--- src/rtl/generic_mux_scanner.sv ---
// Sequencer that steps a downstream N:1 mux across its unmasked channels,
// lets each selection settle for DWELL cycles, then captures the returned bit.
module generic_mux_scanner #(
  parameter int unsigned N     = 4,
  parameter int unsigned DWELL = 2
) (
  input  logic                 clk,
  input  logic                 rst,
  input  logic                 start,
  input  logic [N-1:0]         mask,
  input  logic                 y_in,
  input  logic                 ready,
  output logic [$clog2(N)-1:0] sel,
  output logic                 busy,
  output logic [N-1:0]         snapshot,
  output logic                 valid
);

  localparam int unsigned SW = $clog2(N);
  localparam int unsigned CW = (DWELL > 1) ? $clog2(DWELL) : 1;

  typedef enum logic [1:0] {
    S_IDLE   = 2'd0,
    S_SETTLE = 2'd1,
    S_SAMPLE = 2'd2,
    S_DONE   = 2'd3
  } state_t;

  state_t         r_state;
  state_t         w_state_nxt;
  logic [SW-1:0]  r_sel;
  logic [SW-1:0]  w_sel_nxt;
  logic [CW-1:0]  r_cnt;
  logic [CW-1:0]  w_cnt_nxt;
  logic [N-1:0]   r_mask;
  logic [N-1:0]   w_mask_nxt;
  logic [N-1:0]   r_snap;
  logic [N-1:0]   w_snap_nxt;
  logic           r_busy;
  logic           w_busy_nxt;
  logic           r_valid;
  logic           w_valid_nxt;

  logic [SW-1:0]  w_first_idx;
  logic           w_first_found;
  logic [SW-1:0]  w_next_idx;
  logic           w_next_found;

  // Lowest unmasked channel of the incoming mask, and next unmasked channel above sel.
  always_comb begin
    w_first_idx   = '0;
    w_first_found = 1'b0;
    w_next_idx    = '0;
    w_next_found  = 1'b0;
    for (int i = 0; i < int'(N); i++) begin
      if (!mask[i] && !w_first_found) begin
        w_first_idx   = SW'(i);
        w_first_found = 1'b1;
      end
      if (!r_mask[i] && (SW'(i) > r_sel) && !w_next_found) begin
        w_next_idx   = SW'(i);
        w_next_found = 1'b1;
      end
    end
  end

  always_comb begin
    w_state_nxt = r_state;
    w_sel_nxt   = r_sel;
    w_cnt_nxt   = r_cnt;
    w_mask_nxt  = r_mask;
    w_snap_nxt  = r_snap;
    w_busy_nxt  = 1'b0;
    w_valid_nxt = 1'b0;

    case (r_state)
      S_IDLE: begin
        if (start) begin
          w_mask_nxt = mask;
          w_snap_nxt = '0;
          if (w_first_found) begin
            w_sel_nxt   = w_first_idx;
            w_cnt_nxt   = '0;
            w_state_nxt = S_SETTLE;
          end else begin
            w_state_nxt = S_DONE;
          end
        end
      end
      S_SETTLE: begin
        w_cnt_nxt = r_cnt + CW'(1);
        if (r_cnt == CW'(DWELL - 1)) begin
          w_state_nxt = S_SAMPLE;
        end
      end
      S_SAMPLE: begin
        w_snap_nxt[r_sel] = y_in;
        if (w_next_found) begin
          w_sel_nxt   = w_next_idx;
          w_cnt_nxt   = '0;
          w_state_nxt = S_SETTLE;
        end else begin
          w_state_nxt = S_DONE;
        end
      end
      S_DONE: begin
        if (r_valid && ready) begin
          w_state_nxt = S_IDLE;
        end
      end
      default: w_state_nxt = S_IDLE;
    endcase

    // Flags follow the state being entered so they line up with it after the edge.
    w_busy_nxt  = (w_state_nxt == S_SETTLE) || (w_state_nxt == S_SAMPLE);
    w_valid_nxt = (w_state_nxt == S_DONE);
  end

  always_ff @(posedge clk or posedge rst) begin
    if (rst) begin
      r_state <= S_IDLE;
      r_sel   <= '0;
      r_cnt   <= '0;
      r_mask  <= '0;
      r_snap  <= '0;
      r_busy  <= 1'b0;
      r_valid <= 1'b0;
    end else begin
      r_state <= w_state_nxt;
      r_sel   <= w_sel_nxt;
      r_cnt   <= w_cnt_nxt;
      r_mask  <= w_mask_nxt;
      r_snap  <= w_snap_nxt;
      r_busy  <= w_busy_nxt;
      r_valid <= w_valid_nxt;
    end
  end

  assign sel      = r_sel;
  assign busy     = r_busy;
  assign snapshot = r_snap;
  assign valid    = r_valid;

endmodule
--- config.mk ---
export PLATFORM = sky130hd
export DESIGN_NAME = generic_mux_scanner
export DESIGN_NICKNAME = d
export VERILOG_FILES = /design/src/rtl/generic_mux_scanner.sv
export SDC_FILE = /design/constraint.sdc
export NUM_CORES = 1
export LEC_CHECK = 0
export ABC_AREA = 1
export BUFFER_PORTS_ARGS = -buffer_cell sky130_fd_sc_hd__buf_2
export CELL_PAD_IN_SITES_DETAIL_PLACEMENT = 1
export CELL_PAD_IN_SITES_GLOBAL_PLACEMENT = 1
export CORE_MARGIN = 2
export CORE_UTILIZATION = 40
export CTS_BUF_LIST = sky130_fd_sc_hd__clkbuf_16
export CTS_CLUSTER_SIZE = 10
export DETAILED_ROUTE_END_ITERATION = 7
export PLACE_DENSITY_LB_ADDON = 0.1
export SETUP_SLACK_MARGIN = 0.2
export SYNTH_ARGS = -nofsm -noshare
export SYNTH_HDL_FRONTEND = slang
export SYNTH_SLANG_ARGS = --single-unit
export TNS_END_PERCENT = 10
--- constraint.sdc ---
create_clock -name clk -period 3.4 [get_ports clk]
set_input_delay 0.51 -clock clk [delete_from_list [all_inputs] [get_ports clk]]
set_output_delay 0.51 -clock clk [all_outputs]
set_load 0.02 [all_outputs]
== After elaboration in Yosys (flattened, before gate mapping) ==
Index checks and enable logic that the tools add are counted.
Storage, ports and cells
  output and inout port bits: 8
  word-level logic and storage cells: 88
  input port bits: 9
  bits in registers: 15
Cells by class
  add/sub/neg operators: 1
  reduce and logical (&&, ||, !) cells: 32
  $lt $le $gt $ge: 6
  muxes and demuxes: 33
  equal/unequal tests: 9
Operator list (number)
  $mux 2: 12
  $mux 1: 14
  $logic_and 1x1->1: 12
  $logic_not 1->1: 12
  $eq 2x2->1 const B: 4
  $pmux 2 s4: 1
  $pmux 4 s2: 1
  $reduce_and 4->1: 2
  $ne 2x2->1 const B: 3
  $bwmux 4: 1
  $eq 2x1->1 const B: 2
  $gt 1x2->1 const A: 2
  $gt 2x2->1 const A: 2
  $mux 4: 1
  $pmux 2 s2: 1
  $reduce_and 2->1: 2
  $lt 2x3->1 const B: 1
  $pmux 1 s3: 1
  $reduce_bool 3->1: 1
  $demux 1 s2: 1
  $ge 2x1->1 const B: 1
  $logic_not 2->1: 1
  $reduce_bool 2->1: 1
  $add 1x1->1 const B: 1
  $logic_or 1x1->1: 1

== Longest topological paths before layout ==
Gate-level depths: netlist of run 1.
  word-level depth: 16
  gate-level depth with buffers: 9
  gate-level depth less buffers: 8

== Worst setup path before layout of run 1 ==
No wires, ideal clock.
  path kind: register to register
  from: reg r_sel[1], in the netlist sel[1]
  to: reg r_busy, in the netlist busy
  required time: 3.274 ns
  slack: 1.918 ns
  stages on the path, launching flop included: 9
  arrival time: 1.356 ns
  buffers on the path: 1
  library setup time: 0.126 ns
  period minus slack after synthesis: 1.482 ns
  path through: dfrtp_1 buf_6 nor2_2 inv_1 nand2_2 inv_2 nand2_1 o2111ai_1 ha_1
Between the ends
  word-level cells in the longest chain between the ends: 16
  elaborated cells between the ends (all ways): 23
  those cells by class: order compare (4); eq/ne (2); mux (6); reduce/logical (11)
Ends and longest elaborated chain
  start: declaration: line 31  | logic [SW-1:0] r_sel;
  start signal: assignment: line 130  | r_sel <= w_sel_nxt;
  $gt 1x2->1: line 60  | if (!r_mask[i] && (SW'(i) > r_sel) && !w_next_found) begin
  $logic_and 1x1->1: line 60
  $mux 1: line 60
  $logic_not 1->1: line 60
  $logic_and 1x1->1: line 60
  $mux 1: line 60
  $logic_not 1->1: line 60
  $logic_and 1x1->1: line 60
  [2 not listed]
  $logic_and 1x1->1: line 60
  $mux 1 *: line 60
  $mux 2 *: line 98  | if (w_next_found) begin
  $pmux 2 s4 *: line 76  | case (r_state)
  named net w_state_nxt[1]: line 30  | state_t w_state_nxt;
  $eq 2x1->1 / $eq 2x2->1 (equally long branches): line 115  | w_busy_nxt = (w_state_nxt == S_SETTLE) || (w_state_nxt == S_SAMPLE);
  $logic_or 1x1->1 *: line 115
  named net w_busy_nxt: line 40  | logic w_busy_nxt;
  end signal: assignment: line 134  | r_busy <= w_busy_nxt;
  end: declaration: line 39  | logic r_busy;
Mark *: on every way through the listed nets, which the timed path passes. The rest lies on a longest branch.
A chain may end at the register's enable or synchronous reset.

== Worst setup path in the final report of run 1 ==
  from: reg r_sel[1], in the netlist sel[1]
  to: out sel[1]
RTL lines
  end: declaration: line 13  | output logic [$clog2(N)-1:0] sel,
No word-level cell between the ends.

==> tab_implementation.tex, run 1 <==
\begin{tabular}{lr}
\hline
Metric & Value \\
\hline
\multicolumn{2}{l}{\textbf{Power and ir drop}} \\
Max IR drop VDD & 421.3 uV \\
Power density over the cells & 964.3 nW/um\^{}2 \\
Static Leak & 0.0005119 uW \\
\multicolumn{2}{l}{\textbf{Min path}} \\
Type of the most critical hold path & in2async \\
\multicolumn{2}{l}{\textbf{Finish}} \\
Share of cells above drive strength 1 & 28.81\% \\
Total number of nets in the final design & 129 \\
Sequential standard cell area & about 350 sq um \\
Synth-to-layout area growth & 23.14\% \\
Antenna diode count & 0 \\
Number of filler instances in the final layout & 241 \\
Area used by multi-input combinational logic & 359.1 sq um \\
\multicolumn{2}{l}{\textbf{Synth}} \\
Post-Syn Area & 773.2 sq um \\
Number of warnings printed during yosys synthesis & 0 \\
Synthesis-stage register bit count & 14 \\
Mean Syn Cell Area & 7.811 sq um \\
Number of instances in the synthesized netlist & 99 \\
Net Count, Synth & 109 \\
Yosys cell types & 20 \\
Sequential element share of the synthesized area & 45.31\% \\
\multicolumn{2}{l}{\textbf{Setup path}} \\
FF-to-FF setup slack & 1840 ps \\
Number of cells traversed by the worst register-to-register path & 7 \\
Sort of element at the end of the critical path & output port \\
Bufs and invs on worst path & 1 \\
CP top delay family & flip-flops \\
Cells along the critical path & buf\_2 \\
R2r endpoint & busy\$\_DFF\_PP0\_ \\
Largest fanout of any net on the critical path & 9 \\
Startpoint of the worst-slack reg-to-reg timing path & sel[1]\$\_DFFE\_PP0P\_ \\
Delay contributed by the slowest stage of the critical path & 570 ps \\
Crit path max-delay cell type & sky130\_fd\_sc\_hd\_\_dfrtp\_1 \\
Required time at the worst-slack endpoint & 2890 ps \\
Worst EP arrival & 1060 ps \\
Crit start category & register \\
Depth of the critical timing path with buffers and inverters included & 1 \\
Setup CP Type & reg2out \\
\multicolumn{2}{l}{\textbf{Drt}} \\
Routed WL & 1.797 mm \\
Routed via count divided by cell count & just under 5 \\
Overall via count from detail\_route & between 600 and 700 \\
Number of remaining DRC errors & 0 \\
Count of antenna-violating nets left after detailed routing & 0 \\
DRC violation total after the first TritonRoute iteration & 7 \\
Number of detailed-route iterations in the first pass & 3 \\
Drt wl/cell & 12.57 um \\
\multicolumn{2}{l}{\textbf{Timing}} \\
RSZ-0062 raised after global routing & false \\
Setup TNS after final layout & 0 ps \\
\# setup viols final & 0 \\
Final count of hold timing violations & 0 \\
Final Critical Period & 1566 ps \\
Worst-case headroom to the max-slew limit & 63.26\% \\
Worst slack on hold paths & 311.7 ps \\
Transition time at the pin with the least slew margin & approximately 550 ps \\
Post-route clock period utilization & approximately 46\% \\
Max frequency & 0.6385 GHz \\
Clk\_skew & 5.544 ps \\
Slew Viols, Final & 0 \\
\multicolumn{2}{l}{\textbf{Die}} \\
Std-Cell Core Area & 1764 sq um \\
Initial core utilization & approximately 44\% \\
Floorplan die width & 47.97 um \\
Number of cell rows & 15 \\
I/O Pins & 17 \\
Die outline height & 47.97 um \\
Die Area & 2301 sq um \\
\multicolumn{2}{l}{\textbf{Placement}} \\
Half-perimeter wire length of the detailed placement result & between 1 and 1.5 mm \\
Number of port buffers & 16 \\
GP Congestion & 0.8440 \\
\multicolumn{2}{l}{\textbf{Global route}} \\
Largest net degree at the start of global routing & 15 \\
Number of global-route vias before repair & 698 \\
Total routing resource utilization after global routing & 19.26\% \\
Wire length of the first global-routing pass & 3.049 mm \\
GRT Residual Overflow & 0 \\
Number of antenna violations at the first check in global routing & 0 \\
\multicolumn{2}{l}{\textbf{Job}} \\
Max-cap violations & 0 \\
\multicolumn{2}{l}{\textbf{Clock network}} \\
Post-CTS setup repair buffer count & 0 \\
Post-cts hold buffer count & 0 \\
Post-CTS clock slew at the launch and capture registers of the worst setup and hold paths & 50 ps \\
Clock tree from TritonCTS & built \\
\# H-tree levels & 1 \\
Worst-skew pair later-pin latency & 240 ps \\
Number of instances resized during post-cts repair & 0 \\
Master cell of the clock root buffer & sky130\_fd\_sc\_hd\_\_clkbuf\_16 \\
CTS max path bufs & 2 \\
Number of buffers created by CTS & 3 \\
Sink count of the clock tree & 14 \\
\multicolumn{2}{l}{\textbf{Outcome}} \\
Status & finished, final reports clean \\
\hline
\end{tabular}
==> where the power goes <==
group	switching (uW)	leakage [uW]	internal, uW
registers	73.6	0.000173	241
clock network	64.2	0.0000385	155
logic	245	0.000301	139
total	383	0.000512	535
==> cells in the mapped netlist <==
cell type	instances	area [sq um]
sky130_fd_sc_hd__a21oi_1	5	25.02
sky130_fd_sc_hd__a21oi_2	1	8.760
sky130_fd_sc_hd__buf_6	1	11.26
sky130_fd_sc_hd__dfrtp_1	14	350.3
sky130_fd_sc_hd__ha_1	1	12.51
sky130_fd_sc_hd__inv_1	11	41.29
sky130_fd_sc_hd__inv_2	3	11.26
sky130_fd_sc_hd__mux2_4	1	15.01
sky130_fd_sc_hd__nand2_1	23	86.33
sky130_fd_sc_hd__nand2_2	5	31.28
sky130_fd_sc_hd__nand3_1	9	45.04
sky130_fd_sc_hd__nand3_2	1	10.01
sky130_fd_sc_hd__nand4_1	1	6.260
sky130_fd_sc_hd__nor2_1	11	41.29
sky130_fd_sc_hd__nor2_2	2	12.51
sky130_fd_sc_hd__nor2_4	1	11.26
sky130_fd_sc_hd__nor3_1	2	10.01
sky130_fd_sc_hd__nor3_2	1	10.01
sky130_fd_sc_hd__o2111ai_1	1	8.760
sky130_fd_sc_hd__o21ai_1	5	25.02
==> cell usage in the layout (no fill, tap or decap) <==
| master | synthesis | layout |
|---|---|---|
| sky130_fd_sc_hd__nand2_1 | 23 | 23 |
| sky130_fd_sc_hd__buf_2 | 0 | 16 |
| sky130_fd_sc_hd__dfrtp_1 | 14 | 14 |
| sky130_fd_sc_hd__nor2_1 | 11 | 11 |
| sky130_fd_sc_hd__inv_1 | 11 | 11 |
| sky130_fd_sc_hd__nand3_1 | 9 | 9 |
| sky130_fd_sc_hd__a21oi_1 | 5 | 5 |
| sky130_fd_sc_hd__nand2_2 | 5 | 5 |
| sky130_fd_sc_hd__o21ai_1 | 5 | 5 |
| sky130_fd_sc_hd__inv_2 | 3 | 3 |
| sky130_fd_sc_hd__clkbuf_16 | 0 | 3 |
| sky130_fd_sc_hd__nor2_2 | 2 | 2 |
| sky130_fd_sc_hd__nor3_1 | 2 | 2 |
| sky130_fd_sc_hd__a21oi_2 | 1 | 1 |
| sky130_fd_sc_hd__nor2_4 | 1 | 1 |
| sky130_fd_sc_hd__nand3_2 | 1 | 1 |
| sky130_fd_sc_hd__nand4_1 | 1 | 1 |
| sky130_fd_sc_hd__nor3_2 | 1 | 1 |
| sky130_fd_sc_hd__o2111ai_1 | 1 | 1 |
| sky130_fd_sc_hd__mux2_4 | 1 | 1 |
| sky130_fd_sc_hd__ha_1 | 1 | 1 |
| sky130_fd_sc_hd__clkinv_1 | 0 | 1 |
==> registers in the layout (all words and copies together), names as in the netlist <==
register / flops
r_state: 2
valid: 1
r_cnt: 1
r_mask: 3
busy: 1
sel: 2
snapshot: 4
==> logic make-up (layout without fill, tap and decap cells) <==
logic type / after synthesis / count (layout) / share of synthesized area, %
AO/OA/AOI/OAI: 12 / 12 / 8.737
adder cells (fa/ha/maj): 1 / 1 / 1.618
multiplexers: 1 / 1 / 1.941
AND/OR/NAND/NOR: 56 / 56 / 34.14
flip-flops: 14 / 14 / 45.31
buffers and inverters: 15 / 34 / 8.252
==> how the worst max path moves through the flow <==
| stage | from | endpoint | slack [ps] |
|---|---|---|---|
| final | sel[1]$_DFFE_PP0P_ | sel[1] | 1830 |
| after floorplan | sel[1]$_DFFE_PP0P_ | busy$_DFF_PP0_ | 1920 |
| after global routing | sel[1]$_DFFE_PP0P_ | busy$_DFF_PP0_ | 1730 |
| after global placement | sel[1]$_DFFE_PP0P_ | busy$_DFF_PP0_ | 1900 |
| after detailed placement | sel[1]$_DFFE_PP0P_ | busy$_DFF_PP0_ | 1840 |
| after CTS | sel[1]$_DFFE_PP0P_ | sel[1] | 1820 |
==> per-layer routing <==
layer	vias up	part of all wire, %	GRT usage, %
li1	354	-	-
met1	333	48	26.10
met2	7	49	30.93
met3	2	1.9	3.396
met4	0	1.2	6.486
met5	-	0	0
==> metrics by stage <==
step	instance area [sq um]	utilization [%]	total power [uW]	cells	setup slack [ps]
after global routing	952.2	53.97	997.4	143	1730
after detailed placement	873.3	49.50	703.7	139	1835
final	952.2	53.97	918.2	143	1834
after global placement	873.3	49.50	688.4	139	1898
after CTS	952.2	53.97	931.2	143	1820
after floorplan	773.2	-	600.8	99	1918
==> layout make-up <==
type | instances | area share [%]
well taps | 25 | 3.285
multi-input cells | 70 | 37.71
flip-flops and latches | 14 | 36.79
repair buffers | 16 | 8.410
inverters | 14 | 5.519
clock buffers | 3 | 7.884
clock inverters | 1 | 0.3942
No activity file was read; power rests on OpenSTA's default activity.
==> run 2, diff against run 1 <==
--- a/config.mk
+++ b/config.mk
@@ -5,12 +5,12 @@
 export SDC_FILE = /design/constraint.sdc
 export NUM_CORES = 1
 export LEC_CHECK = 0
-export ABC_AREA = 1
+export ABC_AREA = 0
 export BUFFER_PORTS_ARGS = -buffer_cell sky130_fd_sc_hd__buf_2
 export CELL_PAD_IN_SITES_DETAIL_PLACEMENT = 1
 export CELL_PAD_IN_SITES_GLOBAL_PLACEMENT = 1
 export CORE_MARGIN = 2
-export CORE_UTILIZATION = 40
+export CORE_UTILIZATION = 35
 export CTS_BUF_LIST = sky130_fd_sc_hd__clkbuf_16
 export CTS_CLUSTER_SIZE = 10
 export DETAILED_ROUTE_END_ITERATION = 7
==> constraint.sdc (replaced) <==
create_clock -name clk -period 1.3 [get_ports clk]
set_input_delay 0.195 -clock clk [delete_from_list [all_inputs] [get_ports clk]]
set_output_delay 0.195 -clock clk [all_outputs]
set_load 0.02 [all_outputs]
==> run 2 against run 1 <==
The run now ends with negative hold slack, negative setup slack left. Setup slack got worse by 2000 ps. Sequential power rose to 2.6 times the previous value. Core utilization rose by 2.1 points. Wire length rose by 17%. Flip-flop and latch count unchanged. Worst hold slack got worse by 330 ps.
==> tab_implementation.tex, run 2 <==
\begin{tabular}{lr}
\hline
Metric & Value \\
\hline
\multicolumn{2}{l}{\textbf{Outcome}} \\
Status & complete, but fails checks (was finished, final reports clean) \\
Violated checks & negative hold slack, negative setup slack \\
\multicolumn{2}{l}{\textbf{Finish}} \\
Fin area & 1122 sq um (was 952.2 sq um) \\
Number of flip-flops under the largest register name & 4 (unchanged) \\
Most frequent cells in the layout & 17 x sky130\_fd\_sc\_hd\_\_buf\_4, 16 x sky130\_fd\_sc\_hd\_\_buf\_2, 11 x sky130\_fd\_sc\_hd\_\_dfrtp\_1 (was 23 x sky130\_fd\_sc\_hd\_\_nand2\_1, 16 x sky130\_fd\_sc\_hd\_\_buf\_2, 14 x sky130\_fd\_sc\_hd\_\_dfrtp\_1) \\
Total number of nets in the final design & 121 (was 129) \\
Share of cells above drive strength 1 & 52.73\% (was 28.81\%) \\
Post-layout utilization of the core & 56.06\% (was 53.97\%) \\
Leading cell type in the layout, fill and taps excluded & sky130\_fd\_sc\_hd\_\_buf\_4 (was sky130\_fd\_sc\_hd\_\_nand2\_1) \\
Final Non-Filler Cells & 137 (was 143) \\
Antenna diode count & 0 (unchanged) \\
Synth-to-layout area growth & 49.50\% (was 23.14\%) \\
\multicolumn{2}{l}{\textbf{Clock network}} \\
Master cell of the clock root buffer & sky130\_fd\_sc\_hd\_\_clkbuf\_16 (unchanged) \\
CTS max path bufs & 2 (unchanged) \\
Clock tree from TritonCTS & built (unchanged) \\
Number of buffers created by CTS & 3 (unchanged) \\
Sink count of the clock tree & 14 (unchanged) \\
Post-CTS clock slew at the launch and capture registers of the worst setup and hold paths & 50 ps (about the same) \\
\# H-tree levels & 1 (unchanged) \\
Worst-skew pair later-pin latency & 240 ps (about the same) \\
\multicolumn{2}{l}{\textbf{Setup path}} \\
Largest fanout of any net on the critical path & 4 (was 9) \\
Sort of element at the end of the critical path & register (was output port) \\
Setup CP Type & reg2reg (was reg2out) \\
Crit start category & register (unchanged) \\
Required time at the worst-slack endpoint & 1430 ps (was 2890 ps) \\
Worst EP arrival & 1630 ps (was 1060 ps) \\
\multicolumn{2}{l}{\textbf{Global route}} \\
Number of global-route vias before repair & 798 (was 698) \\
Wire length of the first global-routing pass & 3.657 mm (was 3.049 mm) \\
Largest net degree at the start of global routing & 15 (unchanged) \\
Number of antenna violations at the first check in global routing & 0 (unchanged) \\
GRT Residual Overflow & 0 (unchanged) \\
Total routing resource utilization after global routing & 19.22\% (was 19.26\%) \\
\multicolumn{2}{l}{\textbf{Synth}} \\
Commonest cells post-synth & 14 x sky130\_fd\_sc\_hd\_\_dfrtp\_1, 7 x sky130\_fd\_sc\_hd\_\_nand2\_1, 6 x sky130\_fd\_sc\_hd\_\_o21ai\_0, 5 x sky130\_fd\_sc\_hd\_\_inv\_1 (was 23 x sky130\_fd\_sc\_hd\_\_nand2\_1, 14 x sky130\_fd\_sc\_hd\_\_dfrtp\_1, 11 x sky130\_fd\_sc\_hd\_\_inv\_1, 11 x sky130\_fd\_sc\_hd\_\_nor2\_1, 9 x sky130\_fd\_sc\_hd\_\_nand3\_1) \\
Post-synth ARST share & 100.0\% (unchanged) \\
Count of flip-flops with a built-in enable after synthesis & 0 (unchanged) \\
Yosys top cell by area & sky130\_fd\_sc\_hd\_\_dfrtp\_1 (unchanged) \\
Ys flop type & sky130\_fd\_sc\_hd\_\_dfrtp\_1 (unchanged) \\
Synthesis-stage register bit count & 14 (unchanged) \\
Synth top area cells & sky130\_fd\_sc\_hd\_\_dfrtp\_1 47\%, sky130\_fd\_sc\_hd\_\_mux2\_2 4.5\%, sky130\_fd\_sc\_hd\_\_o21ai\_0 4.0\% (was sky130\_fd\_sc\_hd\_\_dfrtp\_1 45\%, sky130\_fd\_sc\_hd\_\_nand2\_1 11\%, sky130\_fd\_sc\_hd\_\_nand3\_1 5.8\%) \\
Library cell with the highest instance count after synthesis & sky130\_fd\_sc\_hd\_\_dfrtp\_1 (was sky130\_fd\_sc\_hd\_\_nand2\_1) \\
Net Count, Synth & 84 (was 109) \\
Number of warnings printed during yosys synthesis & 0 (unchanged) \\
Sequential element share of the synthesized area & 46.67\% (was 45.31\%) \\
Mean Syn Cell Area & 10.14 sq um (was 7.811 sq um) \\
Fraction of post-synthesis cell area in the top cell type by area & 46.67\% (was 45.31\%) \\
Number of instances in the synthesized netlist & 74 (was 99) \\
Yosys cell types & 30 (was 20) \\
Post-Syn Area & 750.7 sq um (was 773.2 sq um) \\
\multicolumn{2}{l}{\textbf{Drt}} \\
Number of remaining DRC errors & 0 (unchanged) \\
Number of detailed-route iterations in the first pass & 4 (was 3) \\
Routed WL & 2.098 mm (was 1.797 mm) \\
Drt wl/cell & 15.31 um (was 12.57 um) \\
Routed via count divided by cell count & 5.088 (was 4.867) \\
DRC violation total after the first TritonRoute iteration & 7 (unchanged) \\
Overall via count from detail\_route & 697 (was 696) \\
Count of antenna-violating nets left after detailed routing & 0 (unchanged) \\
\multicolumn{2}{l}{\textbf{Timing}} \\
\# setup viols final & 5 (was 0) \\
Transition time at the pin with the least slew margin & 540.5 ps (was 550.5 ps) \\
Worst setup margin & -200.3 ps (was 1834 ps) \\
Clk\_skew & 0.8014 ps (was 5.544 ps) \\
Post-route clock period utilization & 115.4\% \\
Worst slack on hold paths & -15.58 ps (was 311.7 ps) \\
Final Critical Period & 1500 ps \\
Slew Viols, Final & 0 (unchanged) \\
RSZ-0062 raised after global routing & true (was false) \\
Setup TNS after final layout & -588.9 ps (was 0 ps) \\
Final count of hold timing violations & 14 (was 0) \\
Worst-case headroom to the max-slew limit & 63.93\% (was 63.26\%) \\
Max frequency & 0.6666 GHz \\
\multicolumn{2}{l}{\textbf{Power and ir drop}} \\
Power density over the cells & 2598 nW/um\^{}2 (was 964.3 nW/um\^{}2) \\
Max IR drop VDD & 1408 uV (was 421.3 uV) \\
Static Leak & 0.0005399 uW (was 0.0005119 uW) \\
\multicolumn{2}{l}{\textbf{Placement}} \\
DP Area & 972.2 sq um (was 873.3 sq um) \\
Total placed cells including tap cells & 131 (was 139) \\
Number of port buffers & 16 (unchanged) \\
Half-perimeter wire length of the detailed placement result & 1.467 mm (was 1.383 mm) \\
GP Congestion & 0.8018 (was 0.8440) \\
\multicolumn{2}{l}{\textbf{Job}} \\
Max-cap violations & 0 (unchanged) \\
\multicolumn{2}{l}{\textbf{Min path}} \\
Type of the most critical hold path & in2async (unchanged) \\
\multicolumn{2}{l}{\textbf{Die}} \\
Number of cell rows & 16 (was 15) \\
Die Area & 2532 sq um (was 2301 sq um) \\
Std-Cell Core Area & 2002 sq um (was 1764 sq um) \\
I/O Pins & 17 (unchanged) \\
Floorplan die width & 50.32 um (was 47.97 um) \\
Initial core utilization & 37.50\% (was 43.83\%) \\
Die outline height & 50.32 um (was 47.97 um) \\
\hline
\end{tabular}
==> run 2: cell types whose count changed in the layout (fill, tap and decap cells not counted), moves of 5 or more <==
| cell | change |
|---|---|
| sky130_fd_sc_hd__inv_1 | -6 |
| sky130_fd_sc_hd__nor2_1 | -9 |
| sky130_fd_sc_hd__nand3_1 | -6 |
| sky130_fd_sc_hd__nand2_2 | -5 |
| sky130_fd_sc_hd__buf_4 | +17 |
| sky130_fd_sc_hd__nand2_1 | -16 |
==> run 2: path summary, 6_finish.rpt <==
check	from	end	slack, ps	cells past startpoint
worst max-delay path	r_mask[3]$_DFFE_PP0P_	sel[1]$_DFFE_PP0P_	-200	5
worst min-delay path	rst	snapshot[2]$_DFFE_PP0P_	-20	2
worst max register to register	r_mask[3]$_DFFE_PP0P_	sel[1]$_DFFE_PP0P_	-200	5
worst min register to register	snapshot[3]$_DFFE_PP0P_	snapshot[3]$_DFFE_PP0P_	540	2
max in group asynchronous	rst	r_state[1]$_DFF_PP0_	930	2
min in group clk	y_in	snapshot[2]$_DFFE_PP0P_	220	3
==> run 2: what timing repair did <==
item / CTS / global route
setup buffers: 2 / 0
pin swaps: 6 / 4
resized for setup: 13 / 5
hold buffers: 0 / 0
setup endpoints to repair: 16 / 15
==> run 2: critical path, stage by stage, from the launching register on <==
cell and delay (ps):
sky130_fd_sc_hd__dfrtp_1 400, sky130_fd_sc_hd__o21a_1 180, sky130_fd_sc_hd__o22ai_2 80, sky130_fd_sc_hd__buf_4 140
sky130_fd_sc_hd__a22oi_2 260, sky130_fd_sc_hd__mux2_4 330
==> run 2: report_power, final <==
part	leakage (uW)	internal, uW	switching (uW)
Combinational	0.000329	788	709
Sequential	0.000172	647	180
Clock	0.0000385	408	185
==> run 2: cells by family after synthesis <==
logic type / after synthesis / synth area share, %
adders and majority gates: 1 / 1.666
AOI/OAI and AO/OA: 16 / 14.83
and+or+nand+nor: 28 / 21.00
muxes: 7 / 10.17
buffers and inverters: 8 / 5.667
DFF: 14 / 46.67
==> run 2: layout make-up <==
class                      count  area [sq um]
clock buffer                   3         75.07
clock inverter                 1         3.754
fill                         238         879.6
inverter                       5         18.77
multi-input combinational     52         406.6
sequential                    14         354.1
tap                           27         33.78
timing repair buffer          35         230.2
==> run 2: routing by layer <==
layer,vias up,global-route usage (%),routed length (um)
met4,0,6.757,19
met1,348,23.38,942
met3,4,3.274,58
li1,333,-,-
met2,12,33.99,1077
met5,-,0,0
==> run 2: stage by stage <==
| step | total power [uW] | worst slack, ps |
|---|---|---|
| detailed placement | 2082 | -220.0 |
| global placement | 2046 | -238.7 |
| floorplan | 1552 | -275.0 |
| CTS | 2852 | -155.5 |
| global route | 3099 | -229.9 |
| finish | 2916 | -200.3 |
==> run 3, diff against run 2 <==
--- a/config.mk
+++ b/config.mk
@@ -6,6 +6,7 @@
 export NUM_CORES = 1
 export LEC_CHECK = 0
 export ABC_AREA = 0
+export ABC_CLOCK_PERIOD_IN_PS = 1300
 export BUFFER_PORTS_ARGS = -buffer_cell sky130_fd_sc_hd__buf_2
 export CELL_PAD_IN_SITES_DETAIL_PLACEMENT = 1
 export CELL_PAD_IN_SITES_GLOBAL_PLACEMENT = 1
@@ -14,9 +15,8 @@
 export CTS_BUF_LIST = sky130_fd_sc_hd__clkbuf_16
 export CTS_CLUSTER_SIZE = 10
 export DETAILED_ROUTE_END_ITERATION = 7
-export PLACE_DENSITY_LB_ADDON = 0.1
+export PLACE_DENSITY = 0.75
 export SETUP_SLACK_MARGIN = 0.2
 export SYNTH_ARGS = -nofsm -noshare
 export SYNTH_HDL_FRONTEND = slang
 export SYNTH_SLANG_ARGS = --single-unit
-export TNS_END_PERCENT = 10
==> run 3 against run 2 <==
The flow still finishes with violations (negative hold slack, negative setup slack). Design area grew 14%. Non-clock buffer count grew 6. Wire length grew 18%. Setup slack gained 72 ps. Clock power is essentially flat. Global-route usage grew 1.9 points. Sequential power shrank 2%. Clock skew grew 2.2 ps. Core utilization grew 7.9 points. Flip-flop and latch count is the same. Combinational power grew 36%. Die area is the same. Critical path type unchanged.
==> tab_implementation.tex, run 3 (synthesized netlist as in run 2, its figures left out) <==
\begin{tabular}{lr}
\hline
Metric & Value \\
\hline
\multicolumn{2}{l}{\textbf{Outcome}} \\
Status & complete, but fails checks (unchanged) \\
Violated checks & negative hold slack, negative setup slack (unchanged) \\
\multicolumn{2}{l}{\textbf{Clock network}} \\
Clock tree from TritonCTS & built (unchanged) \\
CTS max path bufs & 2 (unchanged) \\
Worst-skew pair later-pin latency & 250 ps (was 240 ps) \\
Number of buffers created by CTS & 3 (unchanged) \\
Post-CTS clock slew at the launch and capture registers of the worst setup and hold paths & 50 ps (about the same) \\
\# H-tree levels & 1 (unchanged) \\
Sink count of the clock tree & 14 (unchanged) \\
Master cell of the clock root buffer & sky130\_fd\_sc\_hd\_\_clkbuf\_16 (unchanged) \\
Post-cts hold buffer count & 0 (unchanged) \\
\multicolumn{2}{l}{\textbf{Global route}} \\
Number of global-route vias before repair & 819 (was 798) \\
Met3 usage in global routing & 3.869\% (was 3.274\%) \\
Wire length of the first global-routing pass & 3.877 mm (was 3.657 mm) \\
GRT Max-Usage Layer & met2 (unchanged) \\
Largest net degree at the start of global routing & 15 (unchanged) \\
Met1 track utilization from global routing & 23.09\% (was 23.38\%) \\
GR met2 Demand/Resource & 39.04\% (was 33.99\%) \\
Number of antenna violations at the first check in global routing & 0 (unchanged) \\
Total routing resource utilization after global routing & 21.14\% (was 19.22\%) \\
GRT Residual Overflow & 0 (unchanged) \\
\multicolumn{2}{l}{\textbf{Finish}} \\
Share of cells above drive strength 1 & 61.21\% (was 52.73\%) \\
Most frequent cells in the layout & 19 x sky130\_fd\_sc\_hd\_\_buf\_4, 14 x sky130\_fd\_sc\_hd\_\_buf\_2, 12 x sky130\_fd\_sc\_hd\_\_dfrtp\_1 (was 17 x sky130\_fd\_sc\_hd\_\_buf\_4, 16 x sky130\_fd\_sc\_hd\_\_buf\_2, 11 x sky130\_fd\_sc\_hd\_\_dfrtp\_1) \\
Number of filler instances in the final layout & 210 (was 238) \\
Post-layout utilization of the core & 64.00\% (was 56.06\%) \\
Leading cell type in the layout, fill and taps excluded & sky130\_fd\_sc\_hd\_\_buf\_4 (unchanged) \\
Antenna diode count & 0 (unchanged) \\
Synth-to-layout area growth & 70.67\% (was 49.50\%) \\
Total number of nets in the final design & 127 (was 121) \\
Number of flip-flops under the largest register name & 4 (unchanged) \\
\multicolumn{2}{l}{\textbf{Timing}} \\
Max frequency & 0.7003 GHz (was 0.6666 GHz) \\
Transition time at the pin with the least slew margin & 550.5 ps (was 540.5 ps) \\
RSZ-0062 raised after global routing & true (unchanged) \\
Worst-case headroom to the max-slew limit & 63.26\% (was 63.93\%) \\
Slew Viols, Final & 0 (unchanged) \\
\# setup viols final & 8 (was 5) \\
Clk\_skew & 3.022 ps (was 0.8014 ps) \\
Worst slack on hold paths & -11.49 ps (was -15.58 ps) \\
Final count of hold timing violations & 14 (unchanged) \\
Final Critical Period & 1428 ps (was 1500 ps) \\
Post-route clock period utilization & 109.8\% (was 115.4\%) \\
Worst setup margin & -127.9 ps (was -200.3 ps) \\
\multicolumn{2}{l}{\textbf{Die}} \\
Std-Cell Core Area & 2002 sq um (unchanged) \\
Die Area & 2532 sq um (unchanged) \\
Die outline height & 50.32 um (unchanged) \\
Number of cell rows & 16 (unchanged) \\
Initial core utilization & 37.50\% (unchanged) \\
I/O Pins & 17 (unchanged) \\
Floorplan die width & 50.32 um (unchanged) \\
\multicolumn{2}{l}{\textbf{Power and ir drop}} \\
Static Leak & 0.0006151 uW (was 0.0005399 uW) \\
Power density over the cells & 2682 nW/um\^{}2 (was 2598 nW/um\^{}2) \\
Max IR drop VDD & 1580 uV (was 1408 uV) \\
\multicolumn{2}{l}{\textbf{Setup path}} \\
Required time at the worst-slack endpoint & 1420 ps (was 1430 ps) \\
Crit start category & register (unchanged) \\
Setup CP Type & reg2reg (unchanged) \\
Delay contributed by the slowest stage of the critical path & 390 ps (was 400 ps) \\
Sort of element at the end of the critical path & register (unchanged) \\
Worst EP arrival & 1550 ps (was 1630 ps) \\
Cells along the critical path & buf\_4, nor3\_1, o32ai\_2, mux2\_4 (was o21a\_1, o22ai\_2, buf\_4, a22oi\_2, mux2\_4) \\
Crit path max-delay cell type & sky130\_fd\_sc\_hd\_\_dfrtp\_2 (was sky130\_fd\_sc\_hd\_\_dfrtp\_1) \\
CP top delay family & flip-flops (was compound AO/OA/AOI/OAI gates) \\
FF-to-FF setup slack & -130 ps (was -200 ps) \\
Bufs and invs on worst path & 1 (unchanged) \\
Largest fanout of any net on the critical path & 10 (was 4) \\
\multicolumn{2}{l}{\textbf{Placement}} \\
Number of port buffers & 16 (unchanged) \\
GP Congestion & 0.8380 (was 0.8018) \\
Post-placement worst setup slack & -164.7 ps (was -220.0 ps) \\
Half-perimeter wire length of the detailed placement result & 1.500 mm (was 1.467 mm) \\
\multicolumn{2}{l}{\textbf{Drt}} \\
Count of antenna-violating nets left after detailed routing & 0 (unchanged) \\
DRC violation total after the first TritonRoute iteration & 7 (unchanged) \\
Overall via count from detail\_route & 727 (was 697) \\
Routed via count divided by cell count & 5.084 (was 5.088) \\
Routed WL & 2.481 mm (was 2.098 mm) \\
Number of detailed-route iterations in the first pass & 4 (unchanged) \\
Drt wl/cell & 17.35 um (was 15.31 um) \\
Number of remaining DRC errors & 0 (unchanged) \\
\multicolumn{2}{l}{\textbf{Job}} \\
Max-cap violations & 0 (unchanged) \\
\multicolumn{2}{l}{\textbf{Min path}} \\
Type of the most critical hold path & in2async (unchanged) \\
\hline
\end{tabular}
==> run 3: cell count changes in the layout (fill, tap and decap cells not counted), moves of 2 or more <==
cell	before	now
sky130_fd_sc_hd__nand2b_4	1	3
sky130_fd_sc_hd__buf_4	17	19
sky130_fd_sc_hd__buf_2	16	14
sky130_fd_sc_hd__o22ai_1	3	1
sky130_fd_sc_hd__nand2b_1	2	0
sky130_fd_sc_hd__buf_6	2	8
==> run 3: power by group <==
group	internal (uW)	leakage, uW	switching (uW)
Combinational	1100	0.000403	943
Clock	407	0.0000385	183
Sequential	644	0.000173	163
==> run 3: layout make-up <==
type / count / area (sq um) / area share [%]
well taps: 27 / 33.78 / 2.637
flip-flops and latches: 14 / 352.8 / 27.54
multi-input cells: 52 / 494.2 / 38.57
clock buffers: 3 / 75.07 / 5.859
inverters: 5 / 18.77 / 1.465
repair buffers: 41 / 302.8 / 23.63
clock inverters: 1 / 3.754 / 0.2930
==> run 3: stage by stage <==
stage          cell area, sq um  std cells  TNS (ps)  total power [uW]
2_1_floorplan             772.0         74    -767.9              1610
3_3_place_gp              970.9        129    -544.7              2023
3_5_place_dp              970.9        129    -862.2              2089
4_1_cts                    1205        139    -480.4              3173
5_1_grt                    1281        143     -1042              3635
6_report                   1281        143    -575.2              3436
==> run 3: per-layer routing <==
metal	part of all wire [%]	vias to the layer above
met5	0	-
met4	2.9	0
met3	2.1	8
met2	55	15
met1	40	358
li1	-	346
==> run 3: worst reg2reg max path, stage by stage, from the launching register on <==
cell	delay, ps
sky130_fd_sc_hd__dfrtp_2	390
sky130_fd_sc_hd__buf_4	190
sky130_fd_sc_hd__nor3_1	300
sky130_fd_sc_hd__o32ai_2	140
sky130_fd_sc_hd__mux2_4	280
==> run 3: path summary, 6_finish.rpt <==
| kind | start | end | depth (start not counted) |
|---|---|---|---|
| max reg2reg | sel[1]$_DFFE_PP0P_ | sel[1]$_DFFE_PP0P_ | 4 |
| min in group clk | y_in | snapshot[2]$_DFFE_PP0P_ | 3 |
| max | sel[1]$_DFFE_PP0P_ | sel[1]$_DFFE_PP0P_ | 4 |
| min | rst | r_state[1]$_DFF_PP0_ | 2 |
| max in group asynchronous | rst | sel[1]$_DFFE_PP0P_ | 2 |
| min reg2reg | snapshot[3]$_DFFE_PP0P_ | snapshot[3]$_DFFE_PP0P_ | 2 |
==> run 3: what timing repair did <==
| item | 4_1_cts | 5_1_grt |
|---|---|---|
| pin swaps | 9 | 6 |
| buffers inserted | 6 | 4 |
| endpoints found under the setup margin | 15 | 16 |
| gates resized for setup | 27 | 9 |
